==> src/rtl/rs_quad_gen.sv <==
// Quadrature step generator: queued direction commands become one Gray-coded
// 00->10->11->01->00 (or reversed) detent each on the registered rot_a/rot_b pair.
module rs_quad_gen #(
   parameter int PHASE_CYCLES = 4,
   parameter int DEPTH        = 4
) (
   input  logic                     clk,
   input  logic                     rst_n,
   input  logic                     cmd_valid,
   input  logic                     cmd_dir,
   output logic                     cmd_ready,
   input  logic                     clr,
   output logic                     rot_a,
   output logic                     rot_b,
   output logic                     busy,
   output logic [$clog2(DEPTH):0]   level,
   output logic [2:0]               dbg_state
);

   localparam int AW = $clog2(DEPTH);
   localparam int LW = AW + 1;
   localparam int CW = 16;

   typedef enum logic [2:0] {
      IDLE = 3'd0,
      PH1  = 3'd1,
      PH2  = 3'd2,
      PH3  = 3'd3,
      PH4  = 3'd4
   } state_t;

   state_t          state, state_n;
   logic [CW-1:0]   cnt, cnt_n;
   logic            dir_q, dir_n;
   logic            a_n, b_n;

   logic [DEPTH-1:0] fifo_mem;
   logic [AW-1:0]    wptr, rptr;
   logic [LW-1:0]    count;
   logic             full, push, pop;

   // Handshake: a command is taken on a rising edge where cmd_valid is high and
   // either cmd_ready is high or the head is being popped that same edge (a full
   // FIFO then swaps one entry for the new one). clr discards any offer that cycle.
   assign full      = (count == LW'(DEPTH));
   assign pop       = (state == IDLE) && (count != '0) && !clr;
   assign push      = cmd_valid && !clr && (!full || pop);
   assign cmd_ready = !full;
   assign busy      = (state != IDLE) || (count != '0);
   assign level     = count;
   assign dbg_state = state;

   always_ff @(posedge clk or negedge rst_n) begin
      if (!rst_n) begin
         fifo_mem <= '0;
         wptr     <= '0;
         rptr     <= '0;
         count    <= '0;
      end else if (clr) begin
         rptr  <= wptr;
         count <= '0;
      end else begin
         if (push) begin
            fifo_mem[wptr] <= cmd_dir;
            wptr           <= wptr + AW'(1);
         end
         if (pop)
            rptr <= rptr + AW'(1);
         if (push && !pop)
            count <= count + LW'(1);
         else if (pop && !push)
            count <= count - LW'(1);
      end
   end

   always_comb begin
      state_n = state;
      cnt_n   = cnt;
      dir_n   = dir_q;
      case (state)
         IDLE: begin
            if (pop) begin
               state_n = PH1;
               cnt_n   = CW'(PHASE_CYCLES - 1);
               dir_n   = fifo_mem[rptr];
            end
         end
         PH1, PH2, PH3, PH4: begin
            if (cnt == '0) begin
               cnt_n = CW'(PHASE_CYCLES - 1);
               case (state)
                  PH1:     state_n = PH2;
                  PH2:     state_n = PH3;
                  PH3:     state_n = PH4;
                  default: begin
                     state_n = IDLE;
                     cnt_n   = '0;
                  end
               endcase
            end else begin
               cnt_n = cnt - CW'(1);
            end
         end
         default: begin
            state_n = IDLE;
            cnt_n   = '0;
         end
      endcase
   end

   // Outputs are decoded from the next state so the pins flip on the same edge
   // the state does, straight out of flops.
   always_comb begin
      a_n = 1'b0;
      b_n = 1'b0;
      case (state_n)
         PH1: begin
            a_n = !dir_n;
            b_n = dir_n;
         end
         PH2: begin
            a_n = 1'b1;
            b_n = 1'b1;
         end
         PH3: begin
            a_n = dir_n;
            b_n = !dir_n;
         end
         default: begin
            a_n = 1'b0;
            b_n = 1'b0;
         end
      endcase
   end

   always_ff @(posedge clk or negedge rst_n) begin
      if (!rst_n) begin
         state <= IDLE;
         cnt   <= '0;
         dir_q <= 1'b0;
         rot_a <= 1'b0;
         rot_b <= 1'b0;
      end else begin
         state <= state_n;
         cnt   <= cnt_n;
         dir_q <= dir_n;
         rot_a <= a_n;
         rot_b <= b_n;
      end
   end

endmodule
==> config.mk <==
export PLATFORM = sky130hd
export DESIGN_NAME = rs_quad_gen
export DESIGN_NICKNAME = d
export VERILOG_FILES = /design/src/rtl/rs_quad_gen.sv
export SDC_FILE = /design/constraint.sdc
export NUM_CORES = 1
export LEC_CHECK = 0
export ABC_AREA = 1
export ABC_CLOCK_PERIOD_IN_PS = 2800
export CORE_AREA = 2 2 63 65
export CTS_BUF_LIST = sky130_fd_sc_hd__clkbuf_8
export DETAILED_ROUTE_END_ITERATION = 6
export DIE_AREA = 0 0 65 67
export GPL_TIMING_DRIVEN = 0
export MAX_ROUTING_LAYER = met4
export PLACE_DENSITY = 0.77
export SYNTH_ARGS = -nofsm -noshare
export SYNTH_HDL_FRONTEND = slang
export SYNTH_SLANG_ARGS = --single-unit
==> constraint.sdc <==
create_clock -name clk -period 2.8 [get_ports clk]
set_clock_uncertainty 0.15 [all_clocks]
set_input_delay 0.56 -clock clk [delete_from_list [all_inputs] [get_ports clk]]
set_output_delay 0.56 -clock clk [all_outputs]
set_load 0.005 [all_outputs]
==> results.json <==
{
  "final_util_pct": 65.0,
  "status": "finished clean",
  "fp.dieArea_sq_um": 4360,
  "p_switching_uw": 408,
  "grt_max_degree": 34,
  "yosys_warnings": 0,
  "start_util_pct": 57.2,
  "final_area_sq_um": 2340,
  "leakagePower_uw": 0.00113,
  "syn_inst": 269,
  "drive_gt1_share_pct": 12.8,
  "cts_setup_buffers": 0,
  "cts_hold_buffers": 0,
  "drtIter0Drc": 133,
  "pwr-share-clk_pct": 27.9,
  "grt_pass1_vias": 1676,
  "r2r-start": "level[2]$_DFFE_PN0P_",
  "ant_nets": 0,
  "synth_cell_types": 34,
  "start_kind": "flip-flop",
  "coreArea_sq_um": 3610,
  "critPathArrivalTime_ps": 1640,
  "portBuffers": 14,
  "fin_crit_sh_pct": 83.9,
  "rsz0062_at_grt": "no",
  "tightest_slew_ps": 744,
  "dpl_cell_area_sq_um": 2260,
  "hold_viol_final": 0,
  "hp-class": "input pin to asynchronous set/reset pin",
  "synth_top_area_cell": "dfrtp_1",
  "internal-power_uw": 889,
  "synth_fp_nets": 281,
  "r2r_slack_ps": 570,
  "synth_seq_cells": 33,
  "synth_area_leaders": "dfrtp_1, nand2_1, inv_1",
  "relSlewSlack_pct": 50.4,
  "row_count": 22,
  "firstDrtPassIters": 4,
  "cts_buffers": 5,
  "synth_top_area_share_pct": 40.0,
  "antenna_found_initial": 0,
  "fin_crit_ps": 2350,
  "viasPerCell": 5.20,
  "dieWidth_microns": 65,
  "switching_share_pct": 31.4,
  "overflow": 0,
  "vias": 1758,
  "critPathRequiredTime_ps": 2090,
  "maxCapViolCount": 0,
  "dpl.hpwl_microns": 3110,
  "diodes": 0,
  "setup_viol": 0,
  "synth.cell_area_sq_um": 2060,
  "vdd_drop_max_v": 0.000394,
  "maxSlewViolCount": 0,
  "cts_root_buf": "clkbuf_8",
  "clock_latency_ps": 280,
  "cts.sinks": 33,
  "grtUsageTotal_pct": 23.2,
  "path_clk_slew_ps": 70,
  "yosysSeqAreaShare_pct": 40.0,
  "fmax_mhz": 426,
  "cts.htree.levels": 2,
  "end_kind": "primary output",
  "nets": 302,
  "path_class": "flip-flop to primary output",
  "r2r.worst_path.cells": 9,
  "cts_buffer_depth": 2,
  "grt_pass1_wl_microns": 7380,
  "fp.dieH_microns": 67,
  "routed_wl_microns": 4150,
  "fin_ws_ps": 452,
  "finalPower_uw": 1300,
  "timing.rr.end": "level[2]$_DFFE_PN0P_",
  "synth_area_per_cell_sq_um": 7.67,
  "post_drt_wl_per_cell_microns": 12.3,
  "io_pins": 15,
  "dpl_worst_slack_ps": 133,
  "cellPowerDensity_nw_per_um2": 553,
  "p_comb_share_pct": 24.2,
  "drcViolationCount": 0,
  "cts-resized-gates": 0,
  "routabilityCongestion": 0.913,
  "cts_tree": "yes",
  "fillers": 323,
  "p_seq_share_pct": 47.8,
  "areaGrowthSynthToFinish_pct": 13.6,
  "crit_fanout": 6,
  "setup_tns_ps": 0
}
==> critical path: stages (launching register included) <==
cell and delay, ps:
dfrtp_1 470, nor2_4 160, nand2_4 100, inv_2 110
nand2_1 60, clkdlybuf4s50_1 460
==> area by class of cell <==
type                       count  area, sq um  area share (%)
timing repair buffer          14          135            5.76
buffer                         1         20.0           0.854
clock buffer                   6         82.6            3.52
sequential                    33          826            35.2
inverter                      37          139            5.92
tap                           48         60.1            2.56
multi-input combinational    198         1080            46.0
clock inverter                 1         3.75           0.160
==> synthesized netlist by cell type (all sizes together) <==
library cell,instances
nand4,4
nor3,5
nand3,22
o211ai,2
o21bai,3
a21boi,1
o22ai,1
nand3b,1
a21oi,8
nor3b,1
xnor2,2
inv,37
a22oi,2
ha,6
buf,1
a31oi,1
nor2,40
xor2,3
fa,1
nand2,72
and2,1
o21ai,20
dfrtp,33
o31ai,2
==> how the worst max path moves through the flow <==
stage / cells past startpoint / end / start
global placement: 8 / level[2]$_DFFE_PN0P_ / clr
floorplan: 10 / level[2]$_DFFE_PN0P_ / dbg_state[0]$_DFF_PN0_
global route: 8 / level[2]$_DFFE_PN0P_ / clr
CTS: 5 / busy / dbg_state[0]$_DFF_PN0_
finish: 5 / busy / dbg_state[0]$_DFF_PN0_
detailed placement: 8 / level[2]$_DFFE_PN0P_ / clr
==> cell families after synthesis <==
kind of cell | share of synthesized area, %
DFF | 40.0
AOI/OAI and AO/OA | 11.9
adders and majority gates | 4.61
and+or+nand+nor | 33.6
buffers and inverters | 7.70
xor gates and xnor gates | 2.12
==> layer usage <==
| metal | vias up | global-route usage, % | wire length, microns | share of wire, % |
|---|---|---|---|---|
| met5 | - | - | 0 | 0 |
| met4 | 0 | 9.31 | 87 | 2.1 |
| met3 | 8 | 5.24 | 168 | 4.0 |
| met2 | 31 | 37.9 | 2010 | 48 |
| met1 | 808 | 27.9 | 1890 | 45 |
| li1 | 911 | - | - | - |
==> state kept, by name (all words and copies together), names as in the netlist <==
| register | count |
|---|---|
| cnt | 16 |
| rptr | 2 |
| wptr | 2 |
| rot_b | 1 |
| rot_a | 1 |
| fifo_mem | 4 |
| dbg_state | 3 |
| dir_q | 1 |
| level | 3 |
==> metrics by stage <==
| stage | cells | hold slack (ps) |
|---|---|---|
| after floorplan | 269 | 114 |
| after global placement | 331 | 320 |
| after detailed placement | 331 | 332 |
| after CTS | 338 | 205 |
| after global routing | 338 | 245 |
| final | 338 | 187 |
==> layout by cell type (no fill, tap or decap) <==
| cell type | count |
|---|---|
| o21ai_1 | 2 |
| nor2_1 | 33 |
| nand2_2 | 8 |
| xnor2_1 | 2 |
| o21bai_1 | 3 |
| a22oi_1 | 2 |
| nor2_4 | 3 |
| nand2_1 | 61 |
| nand3_1 | 21 |
| inv_2 | 2 |
| o21ai_0 | 14 |
| o21ai_2 | 4 |
| a31oi_1 | 1 |
| o211ai_1 | 2 |
| nor3b_2 | 1 |
| a21boi_1 | 1 |
| nand2_4 | 3 |
| clkdlybuf4s50_1 | 13 |
| dfrtp_1 | 33 |
| nor3_1 | 4 |
| and2_2 | 1 |
| o31ai_1 | 2 |
| o22ai_1 | 1 |
| ha_1 | 6 |
| nor2_2 | 4 |
| xor2_1 | 3 |
| nor3_2 | 1 |
| buf_2 | 1 |
| nand3_2 | 1 |
| inv_1 | 36 |
| fa_1 | 1 |
| clkbuf_8 | 6 |
| a21oi_2 | 1 |
| nand4_1 | 4 |
| nand3b_1 | 1 |
| a21oi_1 | 7 |
| buf_12 | 1 |
==> power groups by stage <==
stage                     Combinational (uW)  Clock (uW)  Sequential (uW)
after floorplan                          219           0              610
after global placement                   308           0              624
after detailed placement                 319           0              625
after CTS                                319         369              619
after global routing                     365         389              631
final                                    314         362              620
No activity file was read; power rests on OpenSTA's default activity.
